<file path="src/rtl/counter_pkg.sv">
// rtl/counter_pkg.sv - shared state encoding for the sequential-circuits counters
//
// Purpose: state enum and encoding width used by counter_down_sync and the
// other library counters. No ports.
package counter_pkg;

  localparam int unsigned STATE_W = 2;

  typedef enum logic [STATE_W-1:0] {
    ST_IDLE = 2'd0,
    ST_RUN  = 2'd1,
    ST_DONE = 2'd2
  } state_e;

endpackage

</file>
<file path="src/rtl/counter_prescaler.sv">
// rtl/counter_prescaler.sv - programmable tick divider for the down counter
//
// Purpose: emits a one-cycle tick every div_i+1 enabled cycles.
// Ports:
//   clk_i     in  1           clock, rising edge
//   resetn_i  in  1           synchronous active-low reset
//   clear_i   in  1           restart the divide phase (wins over en_i)
//   en_i      in  1           count enabled cycles
//   div_i     in  PRESCALE_W  divide value; 0 = tick every enabled cycle
//   tick_o    out 1           tick pulse
module counter_prescaler #(
  parameter int unsigned PRESCALE_W = 4
) (
  input  logic                  clk_i,
  input  logic                  resetn_i,
  input  logic                  clear_i,
  input  logic                  en_i,
  input  logic [PRESCALE_W-1:0] div_i,
  output logic                  tick_o
);

  logic [PRESCALE_W-1:0] pre_q;
  logic [PRESCALE_W-1:0] pre_d;
  logic                  wrap;

  assign wrap   = (pre_q == div_i);
  assign tick_o = en_i && !clear_i && wrap;

  always_comb begin
    pre_d = pre_q;
    if (clear_i) begin
      pre_d = '0;
    end else if (en_i) begin
      pre_d = wrap ? '0 : pre_q + 1'b1;
    end
  end

  always_ff @(posedge clk_i) begin
    if (!resetn_i) begin
      pre_q <= '0;
    end else begin
      pre_q <= pre_d;
    end
  end

endmodule

</file>
<file path="src/rtl/counter_down_sync.sv">
// rtl/counter_down_sync.sv - loadable synchronous down counter / timer
//
// Purpose: load a value, count down once per tick after start, then stop
// (one-shot) or reload (auto-reload). Optional prescaler under macro
// COUNTER_DOWN_PRESCALE_EN.
// Ports:
//   clk           in  1           sole clock, rising edge
//   reset         in  1           synchronous active-low reset
//   load          in  1           load load_value into count and reload register
//   load_value    in  WIDTH       value to load
//   start         in  1           begin or resume counting
//   stop          in  1           pause counting, hold count
//   auto_reload   in  1           1 = periodic, 0 = one-shot
//   prescale_div  in  PRESCALE_W  tick every prescale_div+1 cycles (macro only)
//   count         out WIDTH       current count
//   busy          out 1           high in RUN
//   tc            out 1           one-cycle terminal-count pulse
//   done          out 1           one-shot completion level
module counter_down_sync
  import counter_pkg::*;
#(
  parameter int unsigned WIDTH      = 4,
  parameter int unsigned PRESCALE_W = 4
) (
  input  logic                  clk,
  input  logic                  reset,
  input  logic                  load,
  input  logic [WIDTH-1:0]      load_value,
  input  logic                  start,
  input  logic                  stop,
  input  logic                  auto_reload,
`ifdef COUNTER_DOWN_PRESCALE_EN
  input  logic [PRESCALE_W-1:0] prescale_div,
`endif
  output logic [WIDTH-1:0]      count,
  output logic                  busy,
  output logic                  tc,
  output logic                  done
);

  state_e           state_q, state_d;
  logic [WIDTH-1:0] count_q, count_d;
  logic [WIDTH-1:0] reload_q, reload_d;
  logic             busy_q, busy_d;
  logic             tc_q, tc_d;
  logic             done_q, done_d;
  logic             term_evt;
  logic             tick;

`ifdef COUNTER_DOWN_PRESCALE_EN
  logic pre_clear;

  // Restart the divide phase whenever counting begins, resumes or is aborted,
  // so the first tick always lands prescale_div+1 cycles into RUN.
  assign pre_clear = load || stop || (start && (state_q != ST_RUN));

  counter_prescaler #(
    .PRESCALE_W (PRESCALE_W)
  ) u_prescaler (
    .clk_i    (clk),
    .resetn_i (reset),
    .clear_i  (pre_clear),
    .en_i     (state_q == ST_RUN),
    .div_i    (prescale_div),
    .tick_o   (tick)
  );
`else
  // No prescaler: every RUN cycle is a tick; PRESCALE_W has no effect here.
  assign tick = (PRESCALE_W > 0) || 1'b1;
`endif

  always_ff @(posedge clk) begin
    if (!reset) begin
      state_q  <= ST_IDLE;
      count_q  <= '0;
      reload_q <= '0;
      busy_q   <= 1'b0;
      tc_q     <= 1'b0;
      done_q   <= 1'b0;
    end else begin
      state_q  <= state_d;
      count_q  <= count_d;
      reload_q <= reload_d;
      busy_q   <= busy_d;
      tc_q     <= tc_d;
      done_q   <= done_d;
    end
  end

  always_comb begin
    state_d  = state_q;
    count_d  = count_q;
    reload_d = reload_q;
    term_evt = 1'b0;
    if (load) begin
      state_d  = ST_IDLE;
      count_d  = load_value;
      reload_d = load_value;
    end else begin
      unique case (state_q)
        ST_RUN: begin
          if (stop) begin
            state_d = ST_IDLE;
          end else if (tick) begin
            if (count_q > WIDTH'(1)) begin
              count_d = count_q - 1'b1;
            end else begin
              term_evt = 1'b1;
              if (auto_reload) begin
                count_d = reload_q;
              end else begin
                count_d = '0;
                state_d = ST_DONE;
              end
            end
          end
        end
        ST_IDLE, ST_DONE: begin
          // A zero count completes immediately rather than underflowing.
          if (!stop && start) begin
            if (count_q != '0) begin
              state_d = ST_RUN;
            end else begin
              state_d  = ST_DONE;
              term_evt = 1'b1;
            end
          end
        end
        default: state_d = ST_IDLE;
      endcase
    end
  end

  always_comb begin
    busy_d = (state_d == ST_RUN);
    done_d = (state_d == ST_DONE);
    tc_d   = term_evt;
  end

  assign count = count_q;
  assign busy  = busy_q;
  assign tc    = tc_q;
  assign done  = done_q;

endmodule

</file>
<file path="config.mk">
export PLATFORM = sky130hd
export DESIGN_NAME = counter_down_sync
export DESIGN_NICKNAME = d
export VERILOG_FILES = /design/src/rtl/counter_pkg.sv /design/src/rtl/counter_prescaler.sv /design/src/rtl/counter_down_sync.sv
export SDC_FILE = /design/constraint.sdc
export NUM_CORES = 1
export LEC_CHECK = 0
export BUFFER_PORTS_ARGS = -buffer_cell sky130_fd_sc_hd__buf_2
export CAP_MARGIN = 20
export CORE_MARGIN = 3
export CORE_UTILIZATION = 40
export CTS_BUF_LIST = sky130_fd_sc_hd__clkbuf_16
export DETAILED_ROUTE_END_ITERATION = 8
export PLACE_DENSITY_LB_ADDON = 0.2
export RECOVER_POWER = 50
export SLEW_MARGIN = 20
export SYNTH_ARGS = -nofsm -noshare
export SYNTH_HDL_FRONTEND = slang
export SYNTH_SLANG_ARGS = --single-unit
</file>
<file path="constraint.sdc">
create_clock -name clk -period 1.78 [get_ports clk]
set_input_delay 0.534 -clock clk [delete_from_list [all_inputs] [get_ports clk]]
set_output_delay 0.534 -clock clk [all_outputs]
set_load 0.05 [all_outputs]
</file>
* Word-level counts from Yosys, hierarchy flattened
Cells that the tools add are included.
** Word-level totals
- Bits in registers :: 13
- Input bits :: 10
- Output and inout port bits :: 7
** Cells by class
- Add/sub/neg operators :: 1
- $lt $le $gt $ge :: 1
- Equality and inequality tests :: 5
- Mux-type cells :: 17
- Bitwise gates (word level) :: 1
- Reduce and logical (&&, ||, !) cells :: 8
** Operators with widths (count)
- $mux 4 :: 5
- $mux 2 :: 6
- $eq 2x1->1 const B :: 2
- $eq 2x2->1 const B :: 2
- $gt 4x1->1 const B :: 1
- $mux 1 :: 4
- $pmux 2 s2 :: 1
- $reduce_bool 4->1 :: 1
- $reduce_or 2->1 :: 2
- $sub 4x1->4 const B :: 1
- $logic_not 2->1 :: 1
- $ne 2x2->1 const B :: 1
- $pmux 1 s2 :: 1
- $reduce_and 2->1 :: 1
- $reduce_bool 2->1 :: 1
- $logic_and 1x1->1 :: 1
- $logic_not 1->1 :: 1
- $not 1->1 :: 1

* Depth between registers and ports, before layout
- Depth in word-level cells :: 6
- Depth in mapped cells :: 6

* Worst setup path after synthesis
OpenSTA, ideal clock, no wires.
- Path type :: flip-flop to flip-flop
- Start point :: register count_q[0], in the netlist count[0]
- End point :: register count_q[3], in the netlist count[3]
- Arrival time :: 1.700 ns
- Required time :: 1.693 ns
- Path slack :: -0.007 ns
- Stages on the path, launching flop included :: 7
- Buffers on the path :: 0
- Clock period less this slack :: 1.787 ns
- Cell sequence :: dfxtp_1 inv_1 ha_1 nor2_1 a2111oi_0 o21a_1 o31ai_1
** Between the ends
- Word-level cells in the longest chain between the ends :: 5
- Elaborated cells between the ends (all ways) :: 6
- Classes of those cells :: 1 x add/sub; 1 x order compare; 4 x mux
** RTL lines
- from (decl) :: line counter_down_sync.sv:42 : logic [WIDTH-1:0] count_q, count_d;
- from (signal assigned) :: line counter_down_sync.sv:82 : count_q <= count_d;
- $sub 4x1->4 or $gt 4x1->1 (tied branches) :: line counter_down_sync.sv:106, counter_down_sync.sv:105
- $mux 4 * :: line counter_down_sync.sv:105 : if (count_q > WIDTH'(1)) begin
- $mux 4 * :: line counter_down_sync.sv:102 : if (stop) begin
- $mux 4 * :: line counter_down_sync.sv:100 : unique case (state_q)
- $mux 4 * :: line counter_down_sync.sv:95 : if (load) begin
Mark *: on every way between the ends. The rest lies on a longest branch, timed or not. The select of a mux whose other input is x is not followed.
A chain may end at the register's enable or synchronous reset.

* Worst setup path in the final report
- Start point :: register count_q[0], in the netlist count[0]
- End point :: output port count[0]
** RTL lines
- to (decl) :: line counter_down_sync.sv:35 : output logic [WIDTH-1:0] count,
No word-level cell between the ends.

==> results.txt <==
The clock transition at the registers of the reported paths is 0.04 ns. The worst hold path begins at reload_q[2]. The number of nets with antenna violations after detailed routing came out at 0. The most used flip-flop cell after synthesis is sky130_fd_sc_hd__dfxtp_1. The flow ran to the end, and the final reports show no timing, DRC or antenna violations. The register area is 261.5 µm².

Measured against its own limit, the worst slew margin works out to 60.21%. For this run, the total global-route usage over all layers was measured as 14.35%. TritonCTS built the clock tree. The unique cell type count in the Yosys netlist is 31.

The max-capacitance violation count is 0. By count the netlist is led by sky130_fd_sc_hd__dfxtp_1 (13), sky130_fd_sc_hd__a21oi_1 (7), sky130_fd_sc_hd__mux2i_1 (5), sky130_fd_sc_hd__nor2_1 (5), sky130_fd_sc_hd__nor2b_1 (5). The worst path required time is 1.25 ns. The number of flops mapped to enable cells by yosys came out at 0. The total routed wirelength is 1397 µm. The die extent in x came out at 46.80 µm. Along the worst path, the maximum fanout reaches 6.

The number of setup violations in the final report came out at 0. The number of remaining DRC errors is 0. Global routing finished with a remaining overflow of 0. The placer congestion estimate came out at 0.8502. The total power per unit cell area is 1007 nW/µm².

In this run the worst setup path begins at count[0]. The critical path goes through clkbuf_1. The adder and majority gate portion of the synthesized area came out at 3.759%. The post-synth design cell area is 665.6 µm².

The maximum number of buffers from clock root to sink came out at 2. The fill cell instance count of the final layout is 155. The core area is 1541 µm². The worst path buffer plus inverter count came out at 1. The kind of cell with the highest combined delay on the critical path is buffers and inverters. The async set-reset flop share out of synthesis came out at 0%. The synthesized netlist devotes 23.68% of its cell area to compound gates.

The die area is 2190 µm². Counting I/O delays and the setup requirement, the final critical path takes 1.619 ns. After synthesis, the largest family of logic cells by area is compound AO/OA/AOI/OAI gates.

The detailed placement HPWL came out at 1079 µm. The number of antenna violations at the first check in global routing is 0. CTS placed an instance of sky130_fd_sc_hd__clkbuf_16 at the clock tree root.

For this run, the top clock speed supported by timing is 617.6 MHz. The synthesis-to-finish area growth came out at 26.50%. In this run the count of I/O pins placed on the die edge is 17. The proportion of synthesized chip area in sequential cells is 39.10%. The number of instances in the synthesized netlist is 71.

The repair_antennas step left the layout with diodes totalling 0. The largest stage delay on the critical path came out at 0.48 ns. The largest net degree at the start of global routing is 12. The number of instances resized during post-cts repair is 0. The worst path setup slack after routing is 0.1609 ns. Setup repair after global routing left no endpoint under its margin. The worst setup path is launched from a register. STA classifies the critical path endpoint as an output pin. Prior to clock tree synthesis, the placed netlist has a worst setup slack of 0.1641 ns. The total clock sinks came out at 13.

The count of routing violations after the opening detailed-route iteration is 12. The number of buffers created by CTS came out at 3. The worst setup path is of the register to output pin kind. The count of nets after finishing is 104. The average cell area after synthesis is 9.375 µm². The leakage power summed over all cells came out at 0.3235 nW. At the pin with the least slew margin, the transition time is 0.5993 ns. The number of global-route vias before repair came out at 538.

The wire length of the first global-routing pass is 2263 µm. The final period utilization is 90.96%. The wire length per cell is 13.06 µm. During synthesis, Yosys emitted a total of 0 warnings. The via count is 603. The total of buffers placed on input and output ports came out at 16. The number of levels in the clock H-tree is 1.

The number of nets handed over by synthesis was 83. Among all cell types in the netlist, the one instantiated most often is sky130_fd_sc_hd__dfxtp_1. The synthesized-area fraction occupied by xor and xnor cells came out at 0%. The fraction of post-synthesis cell area in the top cell type by area is 39.10%.

The initial standard-cell utilization of the core is 43.18%. The sum of negative setup slack came out at 0 ns. In this run the worst hold path is classified as register to register. The fraction of synthesized area in multiplexers is 7.519%. The number of detailed-routing iterations run before antenna repair came out at 4. The count of standard-cell rows is 14. The number of max-slew violations in the final report is 0. Summing the areas of all and, or, nand and nor instances in the mapped netlist gives 23.12% of the synthesized area. The share of post-route cells with drive strength above 1 came out at 20.88%. The area used by multi-input combinational logic came out at 386.6 µm². Across the VDD grid, the largest voltage drop is 0.6085 mV. The final setup skew is 0.0006157 ns. The floorplan step set the die height to 46.80 µm. The clock insertion delay at the later pin of the skew report is 0.24 ns.

The worst register-to-register path begins at count[0]. The data arrival time of the critical path came out at 1.09 ns. The slowest cell on the critical path is sky130_fd_sc_hd__clkbuf_1. The largest area contributor in the synthesized netlist is sky130_fd_sc_hd__dfxtp_1. The via density per instance came out at 5.636. The synthesized design contains 13 register bits.

The number of buffers inserted by hold repair at cts came out at 0. The total setup buffers inserted after CTS is 0. By area the synthesized netlist is led by sky130_fd_sc_hd__dfxtp_1 (39%), sky130_fd_sc_hd__mux2i_1 (7.5%), sky130_fd_sc_hd__a21oi_1 (5.3%).

The final hold violation count is 0.
==> registers in the layout, indices dropped and copies added, names as in the netlist <==
| name | count |
|---|---|
| busy | 1 |
| count | 4 |
| done | 1 |
| reload_q | 4 |
| state_q | 2 |
| tc | 1 |
==> where the power goes <==
part	internal, mW	switching [mW]	leakage [nW]
Clock	0.295	0.111	0.0423
Combinational	0.0454	0.0764	0.174
Sequential	0.307	0.0135	0.107
==> cells by family after synthesis <==
family	after synthesis
AND/OR/NAND/NOR	23
AO/OA/AOI/OAI	23
buffers and inverters	5
adder cells (fa/ha/maj)	2
flip-flops	13
multiplexers	5
==> metrics by stage <==
stage / hold WS, ns / cells / utilization [%] / instance area (µm²) / power (mW)
3_3_place_gp: 0.5045 / 103 / 50.00 / 770.7 / 0.4492
6_report: 0.5170 / 107 / 54.63 / 842.1 / 0.8480
4_1_cts: 0.5206 / 107 / 55.11 / 849.6 / 0.8610
2_1_floorplan: 0.4781 / 71 / - / 666.9 / 0.4121
5_1_grt: 0.5520 / 107 / 54.63 / 842.1 / 0.8894
3_5_place_dp: 0.5105 / 103 / 50.00 / 770.7 / 0.4492
==> placed cells by master (no fill, tap or decap), types with 3 or more instances in the layout <==
master | synthesis | routed
sky130_fd_sc_hd__nor2_1 | 5 | 5
sky130_fd_sc_hd__nor2b_1 | 5 | 5
sky130_fd_sc_hd__mux2i_1 | 5 | 5
sky130_fd_sc_hd__dfxtp_1 | 13 | 12
sky130_fd_sc_hd__inv_1 | 4 | 5
sky130_fd_sc_hd__buf_2 | 0 | 10
sky130_fd_sc_hd__a21oi_1 | 7 | 7
sky130_fd_sc_hd__clkbuf_1 | 1 | 6
sky130_fd_sc_hd__o21ai_0 | 3 | 3
sky130_fd_sc_hd__clkbuf_16 | 0 | 3
==> path summary, 6_finish.rpt <==
kind                               endpoint  slack, ns  cells after the start
worst max register to register     count[3]       0.25                      6
worst min register to register  reload_q[2]       0.52                      2
worst max-delay path               count[0]       0.16                      1
worst min-delay path            reload_q[2]       0.52                      2
==> area by class of cell <==
type / count / share of cell area (%)
multi-input combinational: 53 / 45.91
sequential: 13 / 31.05
timing repair buffer: 17 / 9.510
clock buffer: 3 / 8.915
tap: 16 / 2.377
inverter: 4 / 1.783
clock inverter: 1 / 0.4458
==> metal layers <==
| metal | routed length (µm) | share of wire [%] | vias up | GRT usage [%] |
|---|---|---|---|---|
| met1 | 616 | 44 | 275 | 18.79 |
| met5 | 0 | 0 | - | 0 |
| met4 | 9 | 0.64 | 0 | 1.657 |
| met3 | 103 | 7.4 | 2 | 6.897 |
| li1 | - | - | 308 | - |
| met2 | 668 | 48 | 18 | 22.22 |
Note: power is estimated with default switching activity, not from simulation.
